**src/rtl/mips_bus_arbiter.sv**
```systemverilog
`default_nettype none
// mips_bus_arbiter: fetch/data two-master arbiter onto one Avalon-style slave bus.
// Optional stall watchdog enabled by defining MIPS_ARB_TIMEOUT_EN.  Revision 1.0
module mips_bus_arbiter #(
  parameter int unsigned TIMEOUT_CYCLES = 16
) (
  input  logic        clk,
  input  logic        reset,
  input  logic [31:0] i_address,
  input  logic        i_read,
  output logic        i_waitrequest,
  output logic [31:0] i_readdata,
  input  logic [31:0] d_address,
  input  logic        d_read,
  input  logic        d_write,
  input  logic [31:0] d_writedata,
  input  logic [3:0]  d_byteenable,
  output logic        d_waitrequest,
  output logic [31:0] d_readdata,
  output logic [31:0] address,
  output logic        read,
  output logic        write,
  output logic [31:0] writedata,
  output logic [3:0]  byteenable,
  input  logic        waitrequest,
  input  logic [31:0] readdata,
  output logic [1:0]  grant,
  output logic        timeout_err
);

  typedef enum logic [1:0] {
    S_IDLE   = 2'd0,
    S_BUSY_I = 2'd1,
    S_BUSY_D = 2'd2
  } state_t;

  state_t     r_state;
  logic [1:0] r_grant;
  logic       w_d_req;
  logic       w_timeout;
  logic       w_done;

  assign w_d_req = d_read | d_write;
  assign w_done  = (r_state != S_IDLE) && (!waitrequest || w_timeout);
  assign grant   = r_grant;

`ifdef MIPS_ARB_TIMEOUT_EN
  localparam int unsigned CNT_W = (TIMEOUT_CYCLES < 2) ? 1 : $clog2(TIMEOUT_CYCLES);

  logic [CNT_W-1:0] r_cnt;
  logic             r_timeout_err;

  // Counter holds the number of earlier stalled cycles, so the abort lands on the Nth stall.
  assign w_timeout = (r_state != S_IDLE) && waitrequest &&
                     (r_cnt == CNT_W'(TIMEOUT_CYCLES - 1));

  always_ff @(posedge clk or negedge reset) begin
    if (!reset) begin
      r_cnt         <= '0;
      r_timeout_err <= 1'b0;
    end else begin
      if (r_state == S_IDLE || !waitrequest || w_timeout)
        r_cnt <= '0;
      else
        r_cnt <= r_cnt + 1'b1;
      if (w_timeout)
        r_timeout_err <= 1'b1;
    end
  end

  assign timeout_err = r_timeout_err;
`else
  logic w_unused;
  assign w_unused    = ^TIMEOUT_CYCLES;
  assign w_timeout   = 1'b0;
  assign timeout_err = 1'b0;
`endif

  always_ff @(posedge clk or negedge reset) begin
    if (!reset) begin
      r_state <= S_IDLE;
      r_grant <= 2'b00;
    end else begin
      case (r_state)
        S_IDLE: begin
          if (w_d_req) begin
            r_state <= S_BUSY_D;
            r_grant <= 2'b10;
          end else if (i_read) begin
            r_state <= S_BUSY_I;
            r_grant <= 2'b01;
          end
        end
        S_BUSY_I: begin
          if (!i_read) begin
            r_state <= S_IDLE;
            r_grant <= 2'b00;
          end else if (w_done) begin
            r_state <= w_d_req ? S_BUSY_D : S_IDLE;
            r_grant <= w_d_req ? 2'b10 : 2'b00;
          end
        end
        S_BUSY_D: begin
          if (!w_d_req) begin
            r_state <= S_IDLE;
            r_grant <= 2'b00;
          end else if (w_done) begin
            r_state <= i_read ? S_BUSY_I : S_IDLE;
            r_grant <= i_read ? 2'b01 : 2'b00;
          end
        end
        default: begin
          r_state <= S_IDLE;
          r_grant <= 2'b00;
        end
      endcase
    end
  end

  // Bus is a pure function of state so an async reset releases it without a clock.
  always_comb begin
    address       = '0;
    read          = 1'b0;
    write         = 1'b0;
    writedata     = '0;
    byteenable    = '0;
    i_waitrequest = 1'b1;
    d_waitrequest = 1'b1;
    i_readdata    = '0;
    d_readdata    = '0;
    case (r_state)
      S_BUSY_I: begin
        address       = i_address;
        read          = i_read & ~w_timeout;
        byteenable    = 4'hF;
        i_waitrequest = waitrequest & ~w_timeout;
        i_readdata    = w_timeout ? 32'h0 : readdata;
      end
      S_BUSY_D: begin
        address       = d_address;
        writedata     = d_writedata;
        byteenable    = d_byteenable;
        write         = d_write & ~w_timeout;
        read          = d_read & ~d_write & ~w_timeout;
        d_waitrequest = waitrequest & ~w_timeout;
        d_readdata    = w_timeout ? 32'h0 : readdata;
      end
      default: ;
    endcase
  end

endmodule
`default_nettype wire

```
**config.mk**
```make
export PLATFORM = sky130hd
export DESIGN_NAME = mips_bus_arbiter
export DESIGN_NICKNAME = d
export VERILOG_FILES = /design/src/rtl/mips_bus_arbiter.sv
export SDC_FILE = /design/constraint.sdc
export NUM_CORES = 1
export LEC_CHECK = 0
export BUFFER_PORTS_ARGS = -buffer_cell sky130_fd_sc_hd__buf_2
export CORE_AREA = 2 2 108 110
export CTS_CLUSTER_SIZE = 28
export DETAILED_ROUTE_END_ITERATION = 7
export DIE_AREA = 0 0 110 112
export GPL_TIMING_DRIVEN = 0
export PLACE_DENSITY = 0.52
export SLEW_MARGIN = 10
export SYNTH_ARGS = -nofsm -noshare
export SYNTH_HDL_FRONTEND = slang
export SYNTH_SLANG_ARGS = --single-unit
```
**constraint.sdc**
```tcl
create_clock -name clk -period 1.46 [get_ports clk]
set_input_delay 0.073 -clock clk [delete_from_list [all_inputs] [get_ports clk]]
set_output_delay 0.073 -clock clk [all_outputs]
set_load 0.05 [all_outputs]
```
==> out/metrics.csv <==
stage,metric,value,unit
route,drt-initial-drc-count,56,
synthesis,synth_fa_ha_area_share,3.47,%
route,vias,2803,
floorplanning,core,0.0112,sq mm
critical_path,cp_top_family,buffers and inverters,
cts,cts_buffers,3,
global_routing,grt_pass1_wl,15400,um
global_routing,grt_usage,15.9,%
sta,holdWs,178,ps
cts,cts_sinks,2,
cts,htreeDepth,1,
critical_path,r2r_start,r_state[1]$_DFFE_PN0P_,
critical_path,reg2regPathDepth,8,
synthesis,synth_area_leaders,"and2_1 (42%), a22oi_1 (17%), nor2b_1 (16%)",
synthesis,yosys_warnings,0,
route,ant_nets,0,
route,drt_wl_total,10600,um
global_routing,antenna_found_initial,0,
floorplanning,die_h,112,um
sta,final-max-slew-violation-count,0,
sta,fmax,578,MHz
sta,hold_viol_final,0,
final_layout,multi_input_area,0.00202,sq mm
final_layout,fillerInstances,1001,
cts,clk_path_buf_depth,2,
route,avgViaCountPerCell,4.17,
critical_path,crit_path_max_incr_delay,420,ps
place,gp_congestion,0.779,
final_layout,finish.utilization,52.3,%
critical_path,slowest_stage,dfrtp_2,
synthesis,yosysSeqAreaShare,3.47,%
power_and_ir_drop,p_leak,0.00279,uW
place,dp_hpwl,7060,um
critical_path,crit_path_end_kind,output port,
floorplanning,die_x,110,um
synthesis,async_flop_share,100,%
power_and_ir_drop,max-vdd-ir-drop,1120,uV
synthesis,synthFlopType,dfrtp_1,
synthesis,synth_compound_area_share,21.5,%
critical_path,criticalPathCategory,flip-flop to output port,
final_layout,seqCellArea,52.6,sq um
critical_path,worst-path-buf-inv,4,
min_path,hold_path.class,input pin to asynchronous set/reset pin,
synthesis,netlist.top_cell.by_area,and2_1,
power_and_ir_drop,power_density,2390,mW/mm^2
sta,post-route-min-period,1730,ps
cts,clk_pin_slew,30,ps
final_layout,regMostFlops,r_state,
outcome,violations,setup timing,
final_layout,largestRegisters,r_state (2),
synthesis,synth_top_family_by_area,simple AND/OR/NAND/NOR gates,
floorplanning,io_pins,277,
floorplanning,initial_core_util,12.9,%
cts,cts_root_buf,clkbuf_16,
route,drt-wirelength-per-cell,15.7,um
synthesis,synth_xor_area_share,0,%
synthesis,synthMuxAreaShare,1.56,%
synthesis,synth_nets,362,
critical_path,cp.arrival,1660,ps
synthesis,synth_edf_count,0,
global_routing,grt-ovfl-total,0,
sta,rsz0062_at_grt,yes,
job,cap_violations,0,
synthesis,yosysUniqueCellTypes,27,
critical_path,reg2reg_slack,-170,ps
floorplanning,row_count,39,
sta,timing.final.ws_setup,-271,ps
synthesis,syn_area,0.00144,sq mm
sta,clock-skew-final,0.347,ps
critical_path,cp-start-kind,flip-flop,
route,dr.pass1.iters,4,
critical_path,worst-path-max-fanout,10,
synthesis,syn_inst,220,
route,drc,0,
sta,finalSetupViolCount,138,
sta,fin_crit_sh,119,%
global_routing,grt_max_degree,11,
outcome,outcome,finished with violations,
cts,clock_latency,220,ps
synthesis,syn_area_per_cell,6.56,sq um
final_layout,area_delta_synth_final,305,%
synthesis,synth_simple_gate_area_share,60.9,%
final_layout,antenna_cells,0,
synthesis,synth.top_cell.area_share,42.1,%
critical_path,path_cells,inv_4 > buf_4 > ha_4 > clkbuf_16 > nor2b_4 > buf_8,
critical_path,r2r-end,r_state[1]$_DFFE_PN0P_,
synthesis,ys_seq_elements,2,
synthesis,synth_commonest_cells,"and2_1 (97), nor2b_1 (36), a22oi_1 (32)",
critical_path,critPathRequiredTime,1390,ps
final_layout,nNetsFinal,673,
global_routing,grt_pass1_vias,3044,
final_layout,drive_gt1_share,97.4,%
final_layout,largest_reg_flops,2,
place,place.port_buffers,275,
floorplanning,dieArea,0.0123,sq mm
cts,cts_tree,built,
synthesis,synth.most_common_cell,and2_1,
power by group:
| part | switching, uW | leakage (uW) | internal, uW |
|---|---|---|---|
| registers | 45.2 | 0.0000228 | 84.7 |
| clock network | 63.1 | 0.0000370 | 348 |
| logic | 6770 | 0.00273 | 6630 |
cell usage in the layout, fill, tap and decap left out, drive strengths merged:
cell,synthesis,final
a21boi,1,1
a21o,1,1
a21oi,6,6
a22oi,32,32
and2,97,97
buf,10,315
clkbuf,14,17
conb,1,1
dfrtp,2,2
dlygate4sd3,0,1
ha,4,4
inv,2,2
mux2,2,2
nand2,2,2
nand2b,2,2
nand3,1,1
nand3b,1,1
nor2,1,1
nor2b,36,36
nor3,1,1
o211ai,1,1
o21ai,2,2
o31ai,1,1
kinds of logic (layout without fill, tap and decap cells):
family	Yosys count	count (layout)
and+or+nand+nor	141	141
muxes	2	2
DFF	2	2
buffers and inverters	26	335
other	1	1
AOI/OAI and AO/OA	44	44
adders and majority gates	4	4
per-layer routing:
metal  global-route usage (%)  vias to the layer above  routed length [um]
met2                     32.4                      150                6050
met5                        0                        -                   0
li1                         -                     1346                   -
met1                     16.2                     1295                3610
met4                     2.95                        0                 136
met3                     2.75                       12                 766
stage by stage:
stage	instance area, sq um	cells	power [uW]	worst slack [ps]	setup TNS (ps)
2_1_floorplan	1970	220	7080	-169	-11750
5_1_grt	5840	672	14500	-344	-37370
3_3_place_gp	3530	638	8670	-308	-25340
4_1_cts	5600	667	13300	-295	-32430
3_5_place_dp	3530	638	8730	-359	-29740
6_report	5840	672	13900	-271	-28980
layout make-up:
cell class                      instances  share of cell area (%)
Buffer                                 24                    7.50
Clock buffer                            3                    1.29
Inverter                                2                   0.214
Multi-Input combinational cell        192                    34.5
Sequential cell                         2                   0.900
Tap cell                              143                    3.06
Timing Repair Buffer                  306                    52.5
what timing repair did:
action	in CTS	in global routing
gates resized for setup	480	49
setup buffers	14	4
pin swaps	6	2
cloned	11	5
hold endpoints to repair	2	0
hold buffers	1	0
endpoints found under the setup margin	138	138
how the worst max path moves through the flow:
stage	startpoint	cells after the start	slack [ps]	end
floorplan	r_state[0]$_DFFE_PN0P_	6	-170	read
global placement	r_state[0]$_DFFE_PN0P_	7	-310	d_readdata[29]
detailed placement	r_state[0]$_DFFE_PN0P_	7	-360	d_readdata[28]
CTS	r_state[0]$_DFFE_PN0P_	7	-300	writedata[23]
global route	r_state[0]$_DFFE_PN0P_	7	-340	read
finish	r_state[0]$_DFFE_PN0P_	6	-270	address[0]
Power figures use the tool's default switching activity.
